<file path="config.mk">
export PLATFORM = sky130hd
export DESIGN_NAME = wishbone_slave
export DESIGN_NICKNAME = d
export VERILOG_FILES = /design/src/rtl/wishbone_slave.sv
export SDC_FILE = /design/constraint.sdc
export NUM_CORES = 1
export LEC_CHECK = 0
export CAP_MARGIN = 5
export CORE_ASPECT_RATIO = 1.75
export CORE_MARGIN = 4
export CORE_UTILIZATION = 59
export CTS_BUF_LIST = sky130_fd_sc_hd__clkbuf_16
export DETAILED_ROUTE_END_ITERATION = 7
export DONT_BUFFER_PORTS = 1
export PLACE_DENSITY = 0.75
export SYNTH_ARGS = -nofsm -noshare
export SYNTH_HDL_FRONTEND = slang
export SYNTH_SLANG_ARGS = --single-unit
</file>
<file path="constraint.sdc">
create_clock -name clk_i -period 2.8 [get_ports clk_i]
set_input_delay 0.7 -clock clk_i [delete_from_list [all_inputs] [get_ports clk_i]]
set_output_delay 0.7 -clock clk_i [all_outputs]
set_load 0.02 [all_outputs]
</file>
<file path="src/rtl/wishbone_slave.sv">
// Single-transfer Wishbone responder bridging one address window to a request/complete backend.
// Optional macro WB_SLAVE_TIMEOUT_EN bounds the backend wait with an error termination.
module wishbone_slave #(
  parameter int unsigned TAGSIZE        = 2,
  parameter logic [31:0] BASE_ADDR      = 32'h0000_0000,
  parameter logic [31:0] ADDR_SPAN      = 32'h0000_1000,
  parameter int unsigned TIMEOUT_CYCLES = 16
) (
  input  logic               clk_i,
  input  logic               rstn_i,
  input  logic [31:0]        wb_dat_i,
  output logic [31:0]        wb_dat_o,
  input  logic [TAGSIZE-1:0] wb_tgd_i,
  output logic [TAGSIZE-1:0] wb_tgd_o,
  input  logic [31:0]        wb_adr_i,
  input  logic [TAGSIZE-1:0] wb_tga_i,
  input  logic [TAGSIZE-1:0] wb_tgc_i,
  input  logic               wb_cyc_i,
  input  logic               wb_stb_i,
  input  logic               wb_we_i,
  input  logic               wb_lock_i,
  input  logic [3:0]         wb_sel_i,
  output logic               wb_ack_o,
  output logic               wb_err_o,
  output logic               wb_rty_o,
  output logic [31:0]        addr_o,
  output logic [31:0]        data_o,
  output logic [3:0]         we_o,
  output logic               valid_o,
  input  logic [31:0]        data_i,
  input  logic               valid_i,
  input  logic               busy_i
);

  typedef enum logic [2:0] {StIdle, StWait, StAck, StErr, StRty, StDrain} state_e;

  state_e              state_q, state_d;
  logic [31:0]         addr_q, addr_d, data_q, data_d, rdat_q, rdat_d;
  logic [3:0]          we_q, we_d;
  logic [TAGSIZE-1:0]  tgd_q, tgd_d;
  logic                valid_q, valid_d;
  logic                ack_q, err_q, rty_q;
  logic [31:0]         offset;
  logic                req, addr_err, sel_err, timeout;
  logic                unused;

  assign unused   = ^{wb_tgd_i, wb_tga_i, wb_lock_i};
  assign offset   = wb_adr_i - BASE_ADDR;
  assign req      = wb_cyc_i & wb_stb_i;
  assign addr_err = (wb_adr_i < BASE_ADDR) || (offset >= ADDR_SPAN);
  assign sel_err  = wb_we_i && (wb_sel_i == 4'b0000);

`ifdef WB_SLAVE_TIMEOUT_EN
  localparam int unsigned CntW = $clog2(TIMEOUT_CYCLES + 1);
  logic [CntW-1:0] cnt_q;

  // Held at zero outside WAIT so every WAIT entry starts a fresh count.
  always_ff @(posedge clk_i or negedge rstn_i) begin
    if (!rstn_i) begin
      cnt_q <= '0;
    end else if (state_q != StWait) begin
      cnt_q <= '0;
    end else begin
      cnt_q <= cnt_q + 1'b1;
    end
  end

  assign timeout = (cnt_q == CntW'(TIMEOUT_CYCLES - 1));
`else
  logic [31:0] unused_timeout;
  assign unused_timeout = TIMEOUT_CYCLES;
  assign timeout        = 1'b0;
`endif

  always_comb begin
    state_d = state_q;
    addr_d  = addr_q;
    data_d  = data_q;
    we_d    = we_q;
    tgd_d   = tgd_q;
    rdat_d  = rdat_q;
    valid_d = 1'b0;
    unique case (state_q)
      StIdle: begin
        if (req) begin
          if (addr_err || sel_err) begin
            state_d = StErr;
          end else if (busy_i) begin
            state_d = StRty;
          end else begin
            addr_d  = offset;
            data_d  = wb_dat_i;
            we_d    = wb_we_i ? wb_sel_i : 4'b0000;
            tgd_d   = wb_tgc_i;
            valid_d = 1'b1;
            state_d = StWait;
          end
        end
      end
      StWait: begin
        // Completion beats a simultaneous abort or timeout.
        if (valid_i) begin
          if (we_q == 4'b0000) rdat_d = data_i;
          state_d = StAck;
        end else if (!wb_cyc_i) begin
          state_d = StDrain;
        end else if (timeout) begin
          state_d = StErr;
        end
      end
      StAck, StErr, StRty: state_d = StIdle;
      StDrain: begin
        if (valid_i) state_d = StIdle;
      end
      default: state_d = StIdle;
    endcase
  end

  always_ff @(posedge clk_i or negedge rstn_i) begin
    if (!rstn_i) begin
      state_q <= StIdle;
      addr_q  <= '0;
      data_q  <= '0;
      we_q    <= '0;
      tgd_q   <= '0;
      rdat_q  <= '0;
      valid_q <= 1'b0;
      ack_q   <= 1'b0;
      err_q   <= 1'b0;
      rty_q   <= 1'b0;
    end else begin
      state_q <= state_d;
      addr_q  <= addr_d;
      data_q  <= data_d;
      we_q    <= we_d;
      tgd_q   <= tgd_d;
      rdat_q  <= rdat_d;
      valid_q <= valid_d;
      ack_q   <= (state_d == StAck);
      err_q   <= (state_d == StErr);
      rty_q   <= (state_d == StRty);
    end
  end

  assign wb_dat_o = rdat_q;
  assign wb_tgd_o = tgd_q;
  assign wb_ack_o = ack_q;
  assign wb_err_o = err_q;
  assign wb_rty_o = rty_q;
  assign addr_o   = addr_q;
  assign data_o   = data_q;
  assign we_o     = we_q;
  assign valid_o  = valid_q;

endmodule

</file>
# == Word level (Yosys, flattened, before mapping) ==
# Cells that the tools add are included.
# classes
magnitude_cmp,2
eq_ne,5
mux,12
n_bitwise,3
reduce_logical,8
# op_table
op,n
$ge 32x13->1 const B,1
$lt 32x1->1 const B,1
$mux 3,6
$pmux 3 s3,1
$logic_not 4->1,2
$eq 3x2->1 const B,2
$eq 3x3->1 const B,2
$mux 1,4
$mux 4,1
$reduce_and 4->1,1
$eq 3x1->1 const B,1
$logic_not 3->1,1
$reduce_and 3->1,1
$logic_or 1x1->1,2
$not 1->1,2
$and 1x1->1,1
$logic_and 1x1->1,1
# word_totals
ff_bits,109
in_bits,114
output_inout_bits,106
wordCells,40

# == Depth between registers and ports, before layout ==
# logic_depth
depth_word,7
mapped_depth,6
mapped_depth_nobuf,4

# == Worst setup path after synthesis ==
# Ideal clock, no wire load.
# synth_timing
kind,in2reg
from,input port wb_cyc_i
to,"register addr_q[0], in the netlist addr_o[0]"
setup_time_ns,0.125
t_arrival_ns,2.253
required_ns,2.675
slack_ns,0.423
path_stages,6
n_path_buf,2
cell_sequence,nand2b_4 or4b_1 buf_2 nor4_4 buf_6 mux2_2
# synth_via
elab_chain_len,2
# synth_lines
element,line,source
from (decl),18,"input logic wb_cyc_i,"
$and 1x1->1,49,assign req = wb_cyc_i & wb_stb_i;
$reduce_and 4->1 (no source line),-,
to (signal assigned),133,addr_q <= addr_d;
to (decl),38,"logic [31:0] addr_q, addr_d, data_q, data_d, rdat_q, rdat_d;"
# Every way passes these cells.
# A chain may end at the register's enable or synchronous reset.

# == Worst setup path after layout ==
# layout_timing
from,register state_q[2]
to,"register data_q[29], in the netlist data_o[29]"
# layout_via
elab_chain_len,2
# layout_lines
element,line,source
from (decl),37,"state_e state_q, state_d;"
from (signal assigned),121,state_q <= StIdle;
from (signal assigned),132,state_q <= state_d;
$logic_not 3->1,83,unique case (state_q)
$reduce_and 4->1 (no source line),-,
to (signal assigned),134,data_q <= data_d;
to (decl),38,
# Every way passes these cells.

==> impl_metrics.env <==
export IMPL_syn_num_nets=367
export IMPL_power_density_nw_per_um2=636
export IMPL_antenna_cells=0
export IMPL_grt_usage=0.178
export IMPL_core_region_area_um2=6590
export IMPL_cts_resized=0
export IMPL_path_class="register to register"
export IMPL_num_vias=1982
export IMPL_max_slew_margin=0.673
export IMPL_drt_met1_wl_um=2480
export IMPL_cts_hold_fix_buffers=0
export IMPL_grt_pass1_vias=2221
export IMPL_dp_hpwl_um=5420
export IMPL_syn_area_um2=4060
export IMPL_wl_um=7390
export IMPL_drc=0
export IMPL_fmax_ghz=0.442
export IMPL_vdd_drop_max_v=0.000521
export IMPL_io_buffer_count=0
export IMPL_grt_max_degree=110
export IMPL_syn_area_per_cell_um2=16.0
export IMPL_fillCellCount=466
export IMPL_top_layer_used="met4"
export IMPL_p_int_mw=2.27
export IMPL_seqCellArea_um2=2730
export IMPL_layout_commonest_cell="dfrtp_1"
export IMPL_period_share=0.809
export IMPL_p_switching_mw=0.515
export IMPL_die_h_um=118
export IMPL_wl_per_cell_um=21.6
export IMPL_post_cts_setup_buffers=0
export IMPL_hp_class="input port to async pin"
export IMPL_final_cell_mix="dfrtp_1, mux2_2, nor2b_1"
export IMPL_yosysWarnings=0
export IMPL_post_route_min_period_ns=2.26
export IMPL_finalHoldViolations=0
export IMPL_whs_ns=0.0572
export IMPL_placed_cell_area_um2=4100
export IMPL_rsz0062_at_grt="no"
export IMPL_cts_root_buf="clkbuf_16"
export IMPL_cap_violations=0
export IMPL_ys_seq_area_frac=0.672
export IMPL_syn_to_final_growth_pct=8.08
export IMPL_drtIter0Drc=117
export IMPL_cts_tree="built"
export IMPL_drv_slew=0
export IMPL_drt_pass1_iter_count=4
export IMPL_route_met2_wl_um=3870
export IMPL_status="completed"
export IMPL_ys_types=23
export IMPL_p_sw_frac=0.185
export IMPL_grt_overflow=0
export IMPL_tns_ns=0
export IMPL_cts_sinks=109
export IMPL_rows=39
export IMPL_finalWorstSetupSlack_ns=0.536
export IMPL_total_power_mw=2.79
export IMPL_antenna_found_initial=0
export IMPL_clk_latency_ns=0.33
export IMPL_critPathLaunchType="register"
export IMPL_end_kind="register"
export IMPL_ios=220
export IMPL_ff2ff_path_depth=5
export IMPL_finalClockSkew_ns=0.00666
export IMPL_numCtsBuffers=9
export IMPL_grt_pass1_wl_um=11400
export IMPL_finish_instance_area_um2=4380
export IMPL_r2r_end="data_o[29]"
export IMPL_seqPwrFrac=0.571
export IMPL_place_ws_ns=0.303
export IMPL_combPwrFrac=0.007
export IMPL_pwr_share_clk=0.422
export IMPL_critPathArrivalTime_ns=2.48
export IMPL_start_util=0.616
export IMPL_finalWeightedCongestion=0.761
export IMPL_setup_viol=0
export IMPL_critical_path_peak_fanout=71
export IMPL_cp_startpoint="state_q[2]"
export IMPL_h_tree_depth=3
export IMPL_detail_route_antenna_nets=0
export IMPL_dieWidth_um=70.7
export IMPL_nets=369
export IMPL_dieArea_um2=8320
export IMPL_ys_ff_latch=109
export IMPL_p_leak_nw=2.28
export IMPL_required_ns=3.01
export IMPL_r2r_slack_ns=0.54
export IMPL_vias_per_cell=5.80
export IMPL_endpoint="data_o[29]"
export IMPL_tightest_slew_ns=0.483
export IMPL_path_clk_slew_ns=0.06
export IMPL_multi_input_area_um2=1230
export IMPL_drive_gt1_frac=0.365
export IMPL_clock_path_buffers=2
export IMPL_met3WireLength_um=937
export IMPL_reg2reg_from="state_q[2]"
export IMPL_synthCells=253
worst min path at each step:
| stage | end | cells past startpoint | slack [ns] | startpoint |
|---|---|---|---|---|
| after floorplan | addr_o[0] | 0 | 0.40 | rstn_i |
| after global placement | addr_o[21] | 0 | 0.41 | rstn_i |
| after detailed placement | addr_o[21] | 0 | 0.41 | rstn_i |
| after CTS | data_o[25] | 0 | 0.04 | rstn_i |
| after global routing | data_o[24] | 0 | 0.03 | rstn_i |
| final | addr_o[21] | 0 | 0.06 | rstn_i |
registers in the layout, summed over array words and instances (netlist names):
| register | flops |
|---|---|
| state_q | 3 |
| wb_tgd_o | 2 |
| valid_o | 1 |
| wb_dat_o | 32 |
| addr_o | 32 |
| wb_rty_o | 1 |
| wb_ack_o | 1 |
| we_o | 4 |
| wb_err_o | 1 |
| data_o | 32 |
cell usage after synthesis (all sizes together):
cell type / count / area [um^2]
clkbuf: 1 / 3.75
o21bai: 2 / 15.0
nand3: 1 / 5.00
nor2b: 20 / 125
nor3b: 1 / 7.51
mux2i: 4 / 40.0
or4b: 2 / 20.0
dfrtp: 109 / 2730
a21o: 1 / 7.51
nor3: 1 / 5.00
nand2: 5 / 18.8
inv: 5 / 18.8
nor4bb: 1 / 10.0
buf: 10 / 80.1
nor4: 8 / 65.1
nand2b: 1 / 13.8
o211ai: 1 / 7.51
mux2: 78 / 878
nor2: 2 / 7.51
per-stage QoR:
| step | std cells | utilization |
|---|---|---|
| 2_1_floorplan | 253 | - |
| 3_3_place_gp | 326 | 0.623 |
| 3_5_place_dp | 326 | 0.623 |
| 4_1_cts | 342 | 0.666 |
| 5_1_grt | 342 | 0.666 |
| 6_report | 342 | 0.666 |
area by class of cell:
cell class | count | share of cell area
clock inverter | 7 | 0.0128
clock buffer | 9 | 0.0514
multi-input combinational | 128 | 0.280
tap | 82 | 0.0234
inverter | 5 | 0.00428
timing repair buffer | 2 | 0.00628
sequential | 109 | 0.622
critical path, stage by stage (launching register included):
cell	delay, ns
dfrtp_1	0.38
nand2b_4	0.14
or4b_1	0.61
nor4_4	0.25
buf_12	0.35
mux2_2	0.39
kinds of logic (layout without fill, tap and decap cells):
| logic type | after synthesis | count (layout) | synth area share |
|---|---|---|---|
| AO/OA/AOI/OAI | 4 | 4 | 0.00740 |
| buffers and inverters | 16 | 23 | 0.0253 |
| flip-flops | 109 | 109 | 0.672 |
| multiplexers | 82 | 82 | 0.226 |
| AND/OR/NAND/NOR | 42 | 42 | 0.0685 |
power by group through the flow:
stage / sequential, mW / combinational (mW) / clock [mW]
after global placement: 1.62 / 0.0202 / 0
final: 1.59 / 0.0204 / 1.18
after CTS: 1.59 / 0.0209 / 1.21
after global routing: 1.59 / 0.0226 / 1.30
after detailed placement: 1.62 / 0.0208 / 0
after floorplan: 1.62 / 0.0190 / 0
metal layers:
layer	GRT usage	vias up
li1	-	876
met3	0.0966	9
met2	0.296	123
met1	0.188	974
met5	0	-
met4	0.0635	0
(Power assumes the default switching activity.)
